==> config.mk <==
export PLATFORM = sky130hd
export DESIGN_NAME = gcl_sched_m
export DESIGN_NICKNAME = d
export VERILOG_FILES = /design/src/rtl/gcl_pkg.sv /design/src/rtl/gcl_hazard_m.sv /design/src/rtl/gcl_sched_m.sv
export SDC_FILE = /design/constraint.sdc
export NUM_CORES = 1
export LEC_CHECK = 0
export CORE_AREA = 2 2 172 141
export CTS_CLUSTER_DIAMETER = 50
export CTS_CLUSTER_SIZE = 14
export DETAILED_ROUTE_END_ITERATION = 10
export DIE_AREA = 0 0 174 143
export GPL_TIMING_DRIVEN = 0
export MAX_ROUTING_LAYER = met4
export PLACE_DENSITY = 0.79
export SETUP_SLACK_MARGIN = 0.2
export SYNTH_ARGS = -nofsm -noshare
export SYNTH_HDL_FRONTEND = slang
export SYNTH_SLANG_ARGS = --single-unit
==> constraint.sdc <==
create_clock -name clk -period 7.6 [get_ports clk]
set_clock_uncertainty 0.2 [all_clocks]
set_input_delay 1.14 -clock clk [delete_from_list [all_inputs] [get_ports clk]]
set_output_delay 1.14 -clock clk [all_outputs]
set_load 0.02 [all_outputs]
==> src/rtl/gcl_pkg.sv <==
// GCL shared definitions: command codes, op layout, default geometry and command decode helpers
// used by the scheduler and its write scoreboard.
package gcl_pkg;

  localparam int A_SIZE   = 18;
  localparam int DQ_SIZE  = 9;
  localparam int W_SIZE   = 4 * DQ_SIZE;
  localparam int ID_WIDTH = 4;
  localparam logic [A_SIZE-1:0] ATOP = 18'h3ffff;
  localparam logic [2:0] CMD_ILLEGAL = 3'd7;

  typedef enum logic [2:0] {
    NOP  = 3'd0,
    RDA  = 3'd1,
    RDB  = 3'd2,
    WRA  = 3'd3,
    WRB  = 3'd4,
    CPAB = 3'd5,
    CPBA = 3'd6
  } gclcmd_t;

  typedef struct packed {
    gclcmd_t             cmd;
    logic [A_SIZE-1:0]   adr1;
    logic [A_SIZE-1:0]   adr2;
    logic [W_SIZE-1:0]   data;
  } gclop_t;

  // Read-type ops are the ones that return a response.
  function automatic logic cmd_reads(logic [2:0] c);
    case (c)
      RDA, RDB, CPAB, CPBA: cmd_reads = 1'b1;
      default:              cmd_reads = 1'b0;
    endcase
  endfunction

  function automatic logic cmd_rd_bank(logic [2:0] c);
    case (c)
      RDB, CPBA: cmd_rd_bank = 1'b1;
      default:   cmd_rd_bank = 1'b0;
    endcase
  endfunction

  function automatic logic cmd_writes(logic [2:0] c);
    case (c)
      WRA, WRB, CPAB, CPBA: cmd_writes = 1'b1;
      default:              cmd_writes = 1'b0;
    endcase
  endfunction

  function automatic logic cmd_wr_bank(logic [2:0] c);
    case (c)
      WRB, CPAB: cmd_wr_bank = 1'b1;
      default:   cmd_wr_bank = 1'b0;
    endcase
  endfunction

  // Copies write to adr2; plain writes use adr1.
  function automatic logic cmd_wr_adr2(logic [2:0] c);
    case (c)
      CPAB, CPBA: cmd_wr_adr2 = 1'b1;
      default:    cmd_wr_adr2 = 1'b0;
    endcase
  endfunction

  function automatic logic [31:0] gname(logic [2:0] c);
    case (c)
      NOP:     gname = "NOP ";
      RDA:     gname = "RDA ";
      RDB:     gname = "RDB ";
      WRA:     gname = "WRA ";
      WRB:     gname = "WRB ";
      CPAB:    gname = "CPAB";
      CPBA:    gname = "CPBA";
      default: gname = "ILL ";
    endcase
  endfunction

endpackage

==> src/rtl/gcl_hazard_m.sv <==
// Three-entry write scoreboard mirroring datapath stages 0..2; shifts every clock and flags
// read-after-write hits for the two requester read ports.
module gcl_hazard_m
  import gcl_pkg::*;
#(
  parameter int A_size = A_SIZE
) (
  input  logic                  clk,
  input  logic                  reset_n,
  input  logic                  push_vld_i,
  input  logic                  push_bank_i,
  input  logic [A_size-1:0]     push_adr_i,
  input  logic [1:0]            rd_vld_i,
  input  logic [1:0]            rd_bank_i,
  input  logic [2*A_size-1:0]   rd_adr_i,
  output logic [1:0]            hit_o
);

  logic [2:0]              vld_q;
  logic [2:0]              vld_d;
  logic [2:0]              bank_q;
  logic [2:0]              bank_d;
  logic [2:0][A_size-1:0]  adr_q;
  logic [2:0][A_size-1:0]  adr_d;

  // Next scoreboard contents: the op being issued enters entry 0, the oldest falls off.
  always_comb begin
    vld_d  = {vld_q[1:0], push_vld_i};
    bank_d = {bank_q[1:0], push_bank_i};
    adr_d  = {adr_q[1:0], push_adr_i};
  end

  // Scoreboard registers.
  always_ff @(posedge clk or negedge reset_n) begin
    if (!reset_n) begin
      vld_q  <= 3'b000;
      bank_q <= 3'b000;
      adr_q  <= {(3*A_size){1'b0}};
    end else begin
      vld_q  <= vld_d;
      bank_q <= bank_d;
      adr_q  <= adr_d;
    end
  end

  // A read port hits when its (bank, addr) matches any live in-flight write.
  always_comb begin
    hit_o = 2'b00;
    for (int p = 0; p < 2; p++) begin
      for (int e = 0; e < 3; e++) begin
        hit_o[p] = hit_o[p] | (rd_vld_i[p] & vld_q[e] & (bank_q[e] == rd_bank_i[p]) &
                               (adr_q[e] == rd_adr_i[p*A_size +: A_size]));
      end
    end
  end

endmodule

==> src/rtl/gcl_sched_m.sv <==
// GCL command scheduler: round-robin arbitration between mutator (0) and collector (1) with
// read-after-write stalls, a registered stage-0 issue port and in-order tagged read responses.
module gcl_sched_m
  import gcl_pkg::*;
#(
  parameter int                A_size  = A_SIZE,
  parameter int                DQ_size = DQ_SIZE,
  parameter logic [A_size-1:0] ATop    = ATOP,
  parameter int                ID_W    = ID_WIDTH
) (
  input  logic                   clk,
  input  logic                   reset_n,
  input  logic [1:0]             rq_valid,
  output logic [1:0]             rq_ready,
  input  logic [5:0]             rq_cmd,
  input  logic [2*A_size-1:0]    rq_adr1,
  input  logic [2*A_size-1:0]    rq_adr2,
  input  logic [8*DQ_size-1:0]   rq_data,
  input  logic [2*ID_W-1:0]      rq_id,
  output logic [2:0]             iss_cmd,
  output logic [A_size-1:0]      iss_adr1,
  output logic [A_size-1:0]      iss_adr2,
  output logic [4*DQ_size-1:0]   iss_data,
  output logic                   rsp_valid,
  output logic                   rsp_src,
  output logic [ID_W-1:0]        rsp_id,
  input  logic [4*DQ_size-1:0]   rsp_data,
  output logic [4*DQ_size-1:0]   rsp_rdata,
  output logic                   err
);

  localparam int W = 4 * DQ_size;

  logic [1:0][2:0]   cmd_s;
  logic [1:0]        rd_vld_s;
  logic [1:0]        rd_bank_s;
  logic [1:0]        hit_s;
  logic [1:0]        elig_s;
  logic [1:0]        gnt_s;
  logic              any_s;
  logic              sel_s;
  logic [2:0]        sel_cmd_s;
  logic [A_size-1:0] sel_adr1_s;
  logic [A_size-1:0] sel_adr2_s;
  logic [W-1:0]      sel_data_s;
  logic [ID_W-1:0]   sel_id_s;
  logic              wr_push_s;
  logic              wr_bank_s;
  logic [A_size-1:0] wr_adr_s;
  logic              rsp_push_s;

  logic              rr_q, rr_d;
  logic [2:0]        iss_cmd_q, iss_cmd_d;
  logic [A_size-1:0] iss_adr1_q, iss_adr1_d;
  logic [A_size-1:0] iss_adr2_q, iss_adr2_d;
  logic [W-1:0]      iss_data_q, iss_data_d;
  logic              err_q, err_d;
  // Response pipe stages 0..2; the rsp_* output register is the fourth stage (issue+4).
  logic [2:0]           rs_vld_q;
  logic [2:0]           rs_src_q;
  logic [2:0][ID_W-1:0] rs_id_q;
  logic                 rsp_valid_q;
  logic                 rsp_src_q;
  logic [ID_W-1:0]      rsp_id_q;
  logic [W-1:0]         rsp_rdata_q;

  // Per-requester read-port decode for the hazard check.
  always_comb begin
    for (int i = 0; i < 2; i++) begin
      cmd_s[i]     = rq_cmd[3*i +: 3];
      rd_vld_s[i]  = rq_valid[i] & cmd_reads(cmd_s[i]);
      rd_bank_s[i] = cmd_rd_bank(cmd_s[i]);
    end
  end

  gcl_hazard_m #(
    .A_size (A_size)
  ) u_hazard (
    .clk         (clk),
    .reset_n     (reset_n),
    .push_vld_i  (wr_push_s),
    .push_bank_i (wr_bank_s),
    .push_adr_i  (wr_adr_s),
    .rd_vld_i    (rd_vld_s),
    .rd_bank_i   (rd_bank_s),
    .rd_adr_i    (rq_adr1),
    .hit_o       (hit_s)
  );

  assign elig_s = rq_valid & ~hit_s;

  // Round-robin only decides a tie; a lone eligible requester always wins.
  always_comb begin
    if (elig_s == 2'b11) begin
      gnt_s = rr_q ? 2'b10 : 2'b01;
    end else begin
      gnt_s = elig_s;
    end
  end

  assign rq_ready   = gnt_s;
  assign any_s      = gnt_s[0] | gnt_s[1];
  assign sel_s      = gnt_s[1];
  assign sel_cmd_s  = sel_s ? cmd_s[1] : cmd_s[0];
  assign sel_adr1_s = sel_s ? rq_adr1[2*A_size-1:A_size] : rq_adr1[A_size-1:0];
  assign sel_adr2_s = sel_s ? rq_adr2[2*A_size-1:A_size] : rq_adr2[A_size-1:0];
  assign sel_data_s = sel_s ? rq_data[2*W-1:W] : rq_data[W-1:0];
  assign sel_id_s   = sel_s ? rq_id[2*ID_W-1:ID_W] : rq_id[ID_W-1:0];

  // Granted op becomes the next stage-0 op; illegal codes go out as NOP and raise err.
  always_comb begin
    iss_cmd_d  = NOP;
    iss_adr1_d = ATop;
    iss_adr2_d = ATop;
    iss_data_d = {W{1'b0}};
    err_d      = 1'b0;
    rr_d       = rr_q;
    if (any_s) begin
      rr_d = ~sel_s;
      if (sel_cmd_s == CMD_ILLEGAL) begin
        err_d = 1'b1;
      end else begin
        iss_cmd_d  = sel_cmd_s;
        iss_adr1_d = sel_adr1_s;
        iss_adr2_d = sel_adr2_s;
        iss_data_d = sel_data_s;
      end
    end else begin
      rr_d = rr_q;
    end
  end

  assign wr_push_s  = any_s & cmd_writes(sel_cmd_s);
  assign wr_bank_s  = cmd_wr_bank(sel_cmd_s);
  assign wr_adr_s   = cmd_wr_adr2(sel_cmd_s) ? sel_adr2_s : sel_adr1_s;
  assign rsp_push_s = any_s & cmd_reads(sel_cmd_s);

  // Issue register, rr pointer, response pipe and registered outputs.
  always_ff @(posedge clk or negedge reset_n) begin
    if (!reset_n) begin
      rr_q        <= 1'b0;
      iss_cmd_q   <= NOP;
      iss_adr1_q  <= ATop;
      iss_adr2_q  <= ATop;
      iss_data_q  <= {W{1'b0}};
      err_q       <= 1'b0;
      rs_vld_q    <= 3'b000;
      rs_src_q    <= 3'b000;
      rs_id_q     <= {(3*ID_W){1'b0}};
      rsp_valid_q <= 1'b0;
      rsp_src_q   <= 1'b0;
      rsp_id_q    <= {ID_W{1'b0}};
      rsp_rdata_q <= {W{1'b0}};
    end else begin
      rr_q        <= rr_d;
      iss_cmd_q   <= iss_cmd_d;
      iss_adr1_q  <= iss_adr1_d;
      iss_adr2_q  <= iss_adr2_d;
      iss_data_q  <= iss_data_d;
      err_q       <= err_d;
      rs_vld_q    <= {rs_vld_q[1:0], rsp_push_s};
      rs_src_q    <= {rs_src_q[1:0], sel_s};
      rs_id_q     <= {rs_id_q[1:0], sel_id_s};
      rsp_valid_q <= rs_vld_q[2];
      rsp_src_q   <= rs_src_q[2];
      rsp_id_q    <= rs_id_q[2];
      if (rs_vld_q[2]) begin
        rsp_rdata_q <= rsp_data;
      end else begin
        rsp_rdata_q <= rsp_rdata_q;
      end
    end
  end

  assign iss_cmd   = iss_cmd_q;
  assign iss_adr1  = iss_adr1_q;
  assign iss_adr2  = iss_adr2_q;
  assign iss_data  = iss_data_q;
  assign err       = err_q;
  assign rsp_valid = rsp_valid_q;
  assign rsp_src   = rsp_src_q;
  assign rsp_id    = rsp_id_q;
  assign rsp_rdata = rsp_rdata_q;

endmodule
# After elaboration in Yosys (flattened, before gate mapping)
# Cells that the tools add are included.
# op_classes
n_eq_ne	28
reduce_logical	8
mux	26
bitwise_logic	30
# ops
operator	n
18-bit two-way mux	7
18-bit equality test	6
36-bit two-way mux	3
3-bit equality test (second input constant)	8
1-bit bitwise AND	22
4-bit OR reduction	4
3-bit by 2-bit equality test with 1-bit output (second input constant)	4
1-bit two-way mux	10
3-bit by 1-bit equality test with 1-bit output (second input constant)	3
3-bit two-way mux	3
2-bit OR reduction	4
1-bit equality test	6
1-bit OR	5
2-bit two-way mux	2
4-bit two-way mux	1
2-bit bitwise AND	1
2-bit equality test (second input constant)	1
2-bit inverter	1
1-bit inverter	1
# totals
output_inout_bits	120
register_bits	197
inputBits	198
word_cells	112

# Longest topological paths before layout
# Gate-level depths: netlist of run 1.
# depth
depth_word	18
mapped_depth	18
depth_no_buf	15

# Cells and area by module
# Synthesis of run 1 repeated with hierarchy kept, for this count alone.
# hier_totals
hier_cells	715
hier_area_um2	8588.2
# modules_own_cells
mod	cells_each	area_each_um2	n_inst
gcl_sched_m	497	5823.1	1
gcl_hazard_m	218	2765.2	1

# Worst setup path after synthesis of run 1
# Ideal clock, no wire load.
# synth_timing
kind	input-to-reg
start	input rq_cmd[3]
end	register u_hazard.adr_q, in the netlist u_hazard.adr_d[30]
path_buffers	3
path_stages	18
t_arrival_ns	4.419
slack_ns	2.910
setup_time_ns	0.071
path_cell_list	inv_1 -> ha_1 -> and2b_1 -> nand3_1 -> or4_4 -> o22ai_4 -> nor2_4 -> nand2_4 -> buf_6 -> mux2i_2 -> inv_1 -> ha_1 -> or2_2 -> clkbuf_1 -> nand2_1 -> clkbuf_1 -> nand3_1 -> nand4_1
# synth_lines
item	line_no	text
start, declared	gcl_sched_m.sv:15	input logic [5:0] rq_cmd,
end signal, assigned	gcl_hazard_m.sv:38	adr_q <= {(3*A_size){1'b0}};
end signal, assigned	gcl_hazard_m.sv:42	adr_q <= adr_d;
end, declared	gcl_hazard_m.sv:23	logic [2:0][A_size-1:0] adr_q;

# Worst setup path in the final report of run 1
# layout_timing
start	input rq_cmd[0]
end	output rq_ready[1]
# layout_via
elab_chain_cells	13
word_cells_on_any_way	27
classes_between	eq/ne (8); mux (3); bitwise (14); reduce/logical (2)
# layout_rtl
item	line_no	text
3-bit by 2-bit equality test with 1-bit output (tied with other cells)	gcl_pkg.sv:31, gcl_pkg.sv:38	
4-bit OR reduction	gcl_pkg.sv:31	case (c)
1-bit two-way mux	gcl_pkg.sv:31	
1-bit bitwise AND	gcl_sched_m.sv:71	rd_vld_s[i] = rq_valid[i] & cmd_reads(cmd_s[i]);
1-bit bitwise AND (3 in series)	gcl_hazard_m.sv:51	hit_o[p] = hit_o[p] | (rd_vld_i[p] & vld_q[e] & (bank_q[e] == rd_bank_i[p]) &
1-bit OR	gcl_hazard_m.sv:51	
1-bit OR (*)	gcl_hazard_m.sv:51	
2-bit inverter (*)	gcl_sched_m.sv:90	assign elig_s = rq_valid & ~hit_s;
2-bit bitwise AND (*)	gcl_sched_m.sv:90	
2-bit equality test (*)	gcl_sched_m.sv:94	if (elig_s == 2'b11) begin
2-bit two-way mux (*)	gcl_sched_m.sv:94	
end, declared	gcl_sched_m.sv:14	output logic [1:0] rq_ready,
# Mark *: on every way between the ends. The rest lies on a longest branch, timed or not.

==> flow_metrics.env, run 1 <==
export IMPL_portBuffers=287
export IMPL_routabilityCongestion=0.9129
export IMPL_initial_core_util_pct=40.66
export IMPL_hold_path_class="flop to flop"
export IMPL_root_buffer="clkbuf_16"
export IMPL_viasPerCell=5.234
export IMPL_vias=7480
export IMPL_rows=50
export IMPL_grt_antenna_before_repair=0
export IMPL_critPathSlowestCell="clkdlybuf4s50_1"
export IMPL_slew_viol_final=0
export IMPL_syn_to_final_growth_pct=41.95
export IMPL_die_h_um=143
export IMPL_vdd_drop_max_mv=0.1246
export IMPL_core_area_um2=23020
export IMPL_end_kind="output port"
export IMPL_netlist_instances=797
export IMPL_nets=1308
export IMPL_worstSetupStartpointType="primary input"
export IMPL_placed_cell_area_um2=12660
export IMPL_die_w_um=174
export IMPL_fin_crit_ns=5.989
export IMPL_required_ns=6.26
export IMPL_drc=0
export IMPL_rsz0062_at_grt="false"
export IMPL_maxCapViolCount=0
export IMPL_grt_max_degree=109
export IMPL_grt_pass1_wl_mm=45.73
export IMPL_leakage_nw=5.553
export IMPL_postCtsHoldBufs=0
export IMPL_cp_max_fo=11
export IMPL_tightest_slew_ns=0.8056
export IMPL_final_cell_mix="clkdlybuf4s50_1, dfrtp_1, nand2_1"
export IMPL_cp_cell_sequence="clkdlybuf4s50_1 > inv_1 > ha_1 > nor2b_1 > nand3_1 > nor4_1 > a22oi_1 > nand4b_4 > nand2_4 > inv_2 > buf_2 > clkdlybuf4s50_1"
export IMPL_synth_seq_cells=197
export IMPL_relSlewSlack_pct=46.29
export IMPL_clock_sinks=197
export IMPL_grt_ovfl_total=0
export IMPL_yosys_top_cells_area="dfrtp_1, dfstp_2, xor2_1"
export IMPL_arrival_ns=4.65
export IMPL_postRouteAntennaNets=0
export IMPL_grtUsageTotal_pct=25.31
export IMPL_antennaDiodeCount=0
export IMPL_yosysWarningCount=0
export IMPL_h_tree_depth=4
export IMPL_drt_iter0_drc=641
export IMPL_p_per_area_nw_per_um2=239.2
export IMPL_seq_area_frac_synth_pct=53.14
export IMPL_dieArea_um2=24880
export IMPL_post_cts_resized=0
export IMPL_fmax_mhz=167.0
export IMPL_dp_hpwl_mm=23.56
export IMPL_clkLatencyLatePin_ns=0.44
export IMPL_fin_area_um2=13290
export IMPL_numCtsBuffers=17
export IMPL_setup_violations=0
export IMPL_cts_tree="built"
export IMPL_synth_top_area_share_pct=43.04
export IMPL_slowest_delay_ns=0.67
export IMPL_power_total_mw=3.178
export IMPL_drt_total_wl_mm=30.10
export IMPL_postLayoutCoreUtil_pct=57.72
export IMPL_path_clk_slew_ns=0.08
export IMPL_hold_viol_final=0
export IMPL_avgSynthCellArea_um2=11.75
export IMPL_path_common_cell="clkdlybuf4s50_1"
export IMPL_wire_per_inst_um=21.07
export IMPL_yosysTopAreaCell="dfrtp_1"
export IMPL_ios=318
export IMPL_drive_gt1_share_pct=19.34
export IMPL_grt_pass1_vias=7734
export IMPL_clk_path_buf_depth=2
export IMPL_ys_types=46
export IMPL_path_class="primary input to output port"
export IMPL_first_pass_iters=5
export IMPL_finalCritPeriodShare_pct=78.80
export IMPL_final_common_cell="clkdlybuf4s50_1"
export IMPL_cts_setup_buffers=0
export IMPL_status="complete, no violations"
export IMPL_syn_area_um2=9361
export IMPL_synth_net_count=1001
==> state kept, by name, indices dropped and copies added, names as in the netlist <==
| signal | count |
|---|---|
| u_hazard.bank_q | 3 |
| iss_cmd | 3 |
| err | 1 |
| rsp_src | 1 |
| rs_vld_q | 3 |
| u_hazard.adr_q | 18 |
| iss_adr2 | 18 |
| u_hazard.vld_q | 3 |
| rsp_id | 4 |
| rs_src_q | 3 |
| rr_q | 1 |
| rsp_rdata | 36 |
| rsp_valid | 1 |
| rs_id_q | 12 |
| u_hazard.adr_d | 36 |
| iss_data | 36 |
| iss_adr1 | 18 |
==> final timing paths <==
path,start,end,slack [ns],depth (start not counted)
min in group asynchronous,reset_n,u_hazard.adr_q[40]$_DFF_PN0_,0.46,1
hold reg to reg,rs_id_q[2]$_DFF_PN0_,rs_id_q[6]$_DFF_PN0_,0.14,0
setup / recovery,rq_cmd[0],rq_ready[1],1.61,12
hold / removal,rs_id_q[2]$_DFF_PN0_,rs_id_q[6]$_DFF_PN0_,0.14,0
setup reg to reg,u_hazard.adr_d[39]$_DFF_PN0_,u_hazard.adr_d[30]$_DFF_PN0_,3.10,16
max in group asynchronous,reset_n,rs_id_q[8]$_DFF_PN0_,5.78,2
==> area by class of cell <==
cell class	instances	area, µm²
repair buffers	288	2905
inverters	7	26.28
well taps	312	390.4
clock buffers	17	425.4
fillers	1960	9733
multi-input cells	514	3916
flip-flops and latches	197	4975
clock inverters	15	206.4
plain buffers	79	444.2
==> where the power goes <==
group,leakage [nW],internal (mW),total [mW],switching [mW]
clock,0.303,0.481,0.951,0.470
combinational,2.92,0.445,0.903,0.458
sequential,2.33,1.22,1.32,0.101
total,5.55,2.15,3.18,1.03
==> per-stage QoR <==
stage,setup WS [ns],std cells,setup TNS (ns),hold slack [ns]
final,1.611,1429,0,0.1447
after global routing,1.491,1429,0,0.1477
after floorplan,2.910,797,0,0.1312
after CTS,1.690,1429,0,0.1490
after global placement,-3.020,1396,-500.51,0.1317
after detailed placement,1.602,1397,0,0.1347
==> synth_stat cells, drive strengths merged <==
cell / n
a2111oi: 1
a211oi: 1
a21bo: 1
a21o: 1
a21oi: 3
a22oi: 1
and2: 1
and2b: 1
buf: 40
clkbuf: 39
dfrtp: 161
dfstp: 36
ha: 6
inv: 7
mux2: 36
mux2i: 38
nand2: 88
nand3: 48
nand4: 102
nand4b: 1
nor2: 6
nor2b: 1
nor3: 42
nor4: 14
o21ai: 2
o22ai: 1
or2: 1
or4: 4
xnor2: 56
xor2: 58
==> cell families after synthesis <==
family	after synthesis	synth area share, %
and+or+nand+nor	309	20.66
xor gates and xnor gates	114	10.75
AOI/OAI and AO/OA	11	1.190
adders and majority gates	6	0.8019
muxes	74	8.434
DFF	197	53.14
buffers and inverters	86	5.025
==> worst max-delay path: cells and delay by family <==
family          cells  cell delay, ns
simple gates        5            1.20
buf+inv             5            1.75
compound gates      1            0.25
fa+ha+maj           1            0.29
==> routing by layer <==
layer / track usage [%] / up-vias / share of wire [%]
li1: - / 3374 / -
met1: 34.80 / 3698 / 46
met2: 37.81 / 367 / 44
met3: 5.591 / 41 / 7.9
met4: 7.209 / 0 / 2.0
met5: - / - / 0
No activity file was read; power rests on OpenSTA's default activity.
==> run 2, diff against run 1 <==
- PLACE_DENSITY: 0.79 -> 0.82
- clock period: 7.6 -> 5.5 ns (I/O delays scaled with it)
==> flow_metrics.env, run 2 (same netlist as run 1, synthesis figures left out) <==
export IMPL_holdPathStages=0
export IMPL_drt_iter0_drc=801
export IMPL_die_h_um=143
export IMPL_required_ns=4.47
export IMPL_die_w_um=174
export IMPL_dieArea_um2=24880
export IMPL_dp_hpwl_mm=23.31
export IMPL_path_clk_slew_ns=0.09
export IMPL_clk_path_buf_depth=2
export IMPL_fin_ws_ns=0.3391
export IMPL_slowest_delay_ns=0.67
export IMPL_grt_pass1_wl_mm=45.46
export IMPL_routabilityCongestion=0.9565
export IMPL_viasPerCell=5.293
export IMPL_clock_sinks=197
export IMPL_grt_ovfl_total=0
export IMPL_fin_crit_ns=5.161
export IMPL_hold_viol_final=0
export IMPL_slew_viol_final=0
export IMPL_path_common_cell="clkdlybuf4s50_1"
export IMPL_worstHoldStart="rs_id_q[3]$_DFF_PN0_"
export IMPL_fmax_mhz=193.8
export IMPL_drive_gt1_share_pct=19.61
export IMPL_vias=7574
export IMPL_cts_tree="built"
export IMPL_maxCapViolCount=0
export IMPL_core_area_um2=23020
export IMPL_p_per_area_nw_per_um2=326.6
export IMPL_finalCritPeriodShare_pct=93.83
export IMPL_postCtsHoldBufs=0
export IMPL_rows=50
export IMPL_cts_setup_buffers=0
export IMPL_path_delay_family="buffers and inverters"
export IMPL_ios=318
export IMPL_cp_max_fo=11
export IMPL_ff2ff_setup_slack_ns=1.34
export IMPL_final_cell_mix="clkdlybuf4s50_1, dfrtp_1, nand2_1"
export IMPL_path_class="primary input to output port"
export IMPL_final_common_cell="clkdlybuf4s50_1"
export IMPL_drc=0
export IMPL_initial_core_util_pct=40.66
export IMPL_critPathSlowestCell="clkdlybuf4s50_1"
export IMPL_n_fill_cell=1952
export IMPL_status="complete, no violations"
export IMPL_setup_violations=0
export IMPL_h_tree_depth=4
export IMPL_portBuffers=287
export IMPL_end_kind="output port"
export IMPL_arrival_ns=4.14
export IMPL_tightest_slew_ns=0.7916
export IMPL_rsz0062_at_grt="false"
export IMPL_worst_path_buf_inv=5
export IMPL_drt_total_wl_mm=29.74
export IMPL_rr_worst_depth=16
export IMPL_vdd_drop_max_mv=0.2282
export IMPL_grtUsageTotal_pct=25.03
export IMPL_timing_rr_end="u_hazard.adr_d[30]$_DFF_PN0_"
export IMPL_grt_max_degree=113
export IMPL_hold_path_class="flop to flop"
export IMPL_min_to="rs_id_q[7]$_DFF_PN0_"
export IMPL_r2r_start="u_hazard.adr_q[48]$_DFF_PN0_"
export IMPL_grt_pass1_vias=7843
export IMPL_syn_to_final_growth_pct=41.85
export IMPL_postLayoutCoreUtil_pct=57.68
export IMPL_worstSetupStartpointType="primary input"
export IMPL_relSlewSlack_pct=47.23
export IMPL_postRouteAntennaNets=0
export IMPL_grt_antenna_before_repair=2
export IMPL_nets=1308
export IMPL_root_buffer="clkbuf_16"
export IMPL_wire_per_inst_um=20.78
export IMPL_cp_cell_sequence="clkdlybuf4s50_1 > inv_1 > ha_1 > nor2b_1 > nand3_1 > nor4_1 > a22oi_1 > nand4b_4 > nand2_4 > inv_2 > buf_2 > clkdlybuf4s50_1"
export IMPL_leakage_nw=5.543
export IMPL_numCtsBuffers=17
export IMPL_pre_cts_ws_ns=-0.1048
export IMPL_first_pass_iters=5
export IMPL_post_cts_resized=0
export IMPL_clkLatencyLatePin_ns=0.44
[run 2: power by group]
| part | total (mW) | internal [mW] | switching [mW] |
|---|---|---|---|
| logic | 1.25 | 0.616 | 0.632 |
| clock network | 1.26 | 0.616 | 0.646 |
| registers | 1.83 | 1.69 | 0.138 |
[run 2: per-layer routing]
layer | track usage, % | wire [µm] | part of all wire, %
met1 | 33.89 | 13040 | 44
met5 | - | 0 | 0
met4 | 6.944 | 624 | 2.1
met2 | 37.43 | 13380 | 45
met3 | 6.390 | 2693 | 9.1
[run 2: through the flow]
stage          setup TNS (ns)  total power, mW  instance area [µm²]  std cells  hold WS [ns]
6_report                    0            4.337                13280       1431        0.1400
2_1_floorplan               0            2.485                 9361        797        0.1312
3_5_place_dp          -0.8285            3.097                12660       1397        0.1347
3_3_place_gp          -845.05            3.065                12620       1396        0.1315
5_1_grt                     0            4.528                13280       1431        0.1494
4_1_cts                     0            4.364                13270       1429        0.1462
[run 2: layout make-up]
class | instances | area (µm²) | area share, %
plain buffers | 79 | 445.4 | 3.354
inverters | 7 | 26.28 | 0.1979
diodes | 2 | 5.005 | 0.03769
multi-input cells | 514 | 3923 | 29.54
well taps | 312 | 390.4 | 2.940
clock buffers | 17 | 425.4 | 3.204
repair buffers | 288 | 2905 | 21.88
clock inverters | 15 | 183.9 | 1.385
flip-flops and latches | 197 | 4975 | 37.46
[run 2: worst max-delay path by stage]
stage | cells past startpoint | to | slack (ns) | start
final | 12 | rq_ready[1] | 0.34 | rq_cmd[0]
after global routing | 12 | rq_ready[1] | 0.20 | rq_cmd[0]
after CTS | 18 | u_hazard.adr_d[30]$_DFF_PN0_ | 0.32 | rq_cmd[3]
after detailed placement | 18 | u_hazard.adr_d[32]$_DFF_PN0_ | -0.10 | rq_cmd[3]
after global placement | 1 | iss_data[11]$_DFF_PN0_ | -4.76 | reset_n
after floorplan | 18 | u_hazard.adr_d[30]$_DFF_PN0_ | 1.13 | rq_cmd[3]
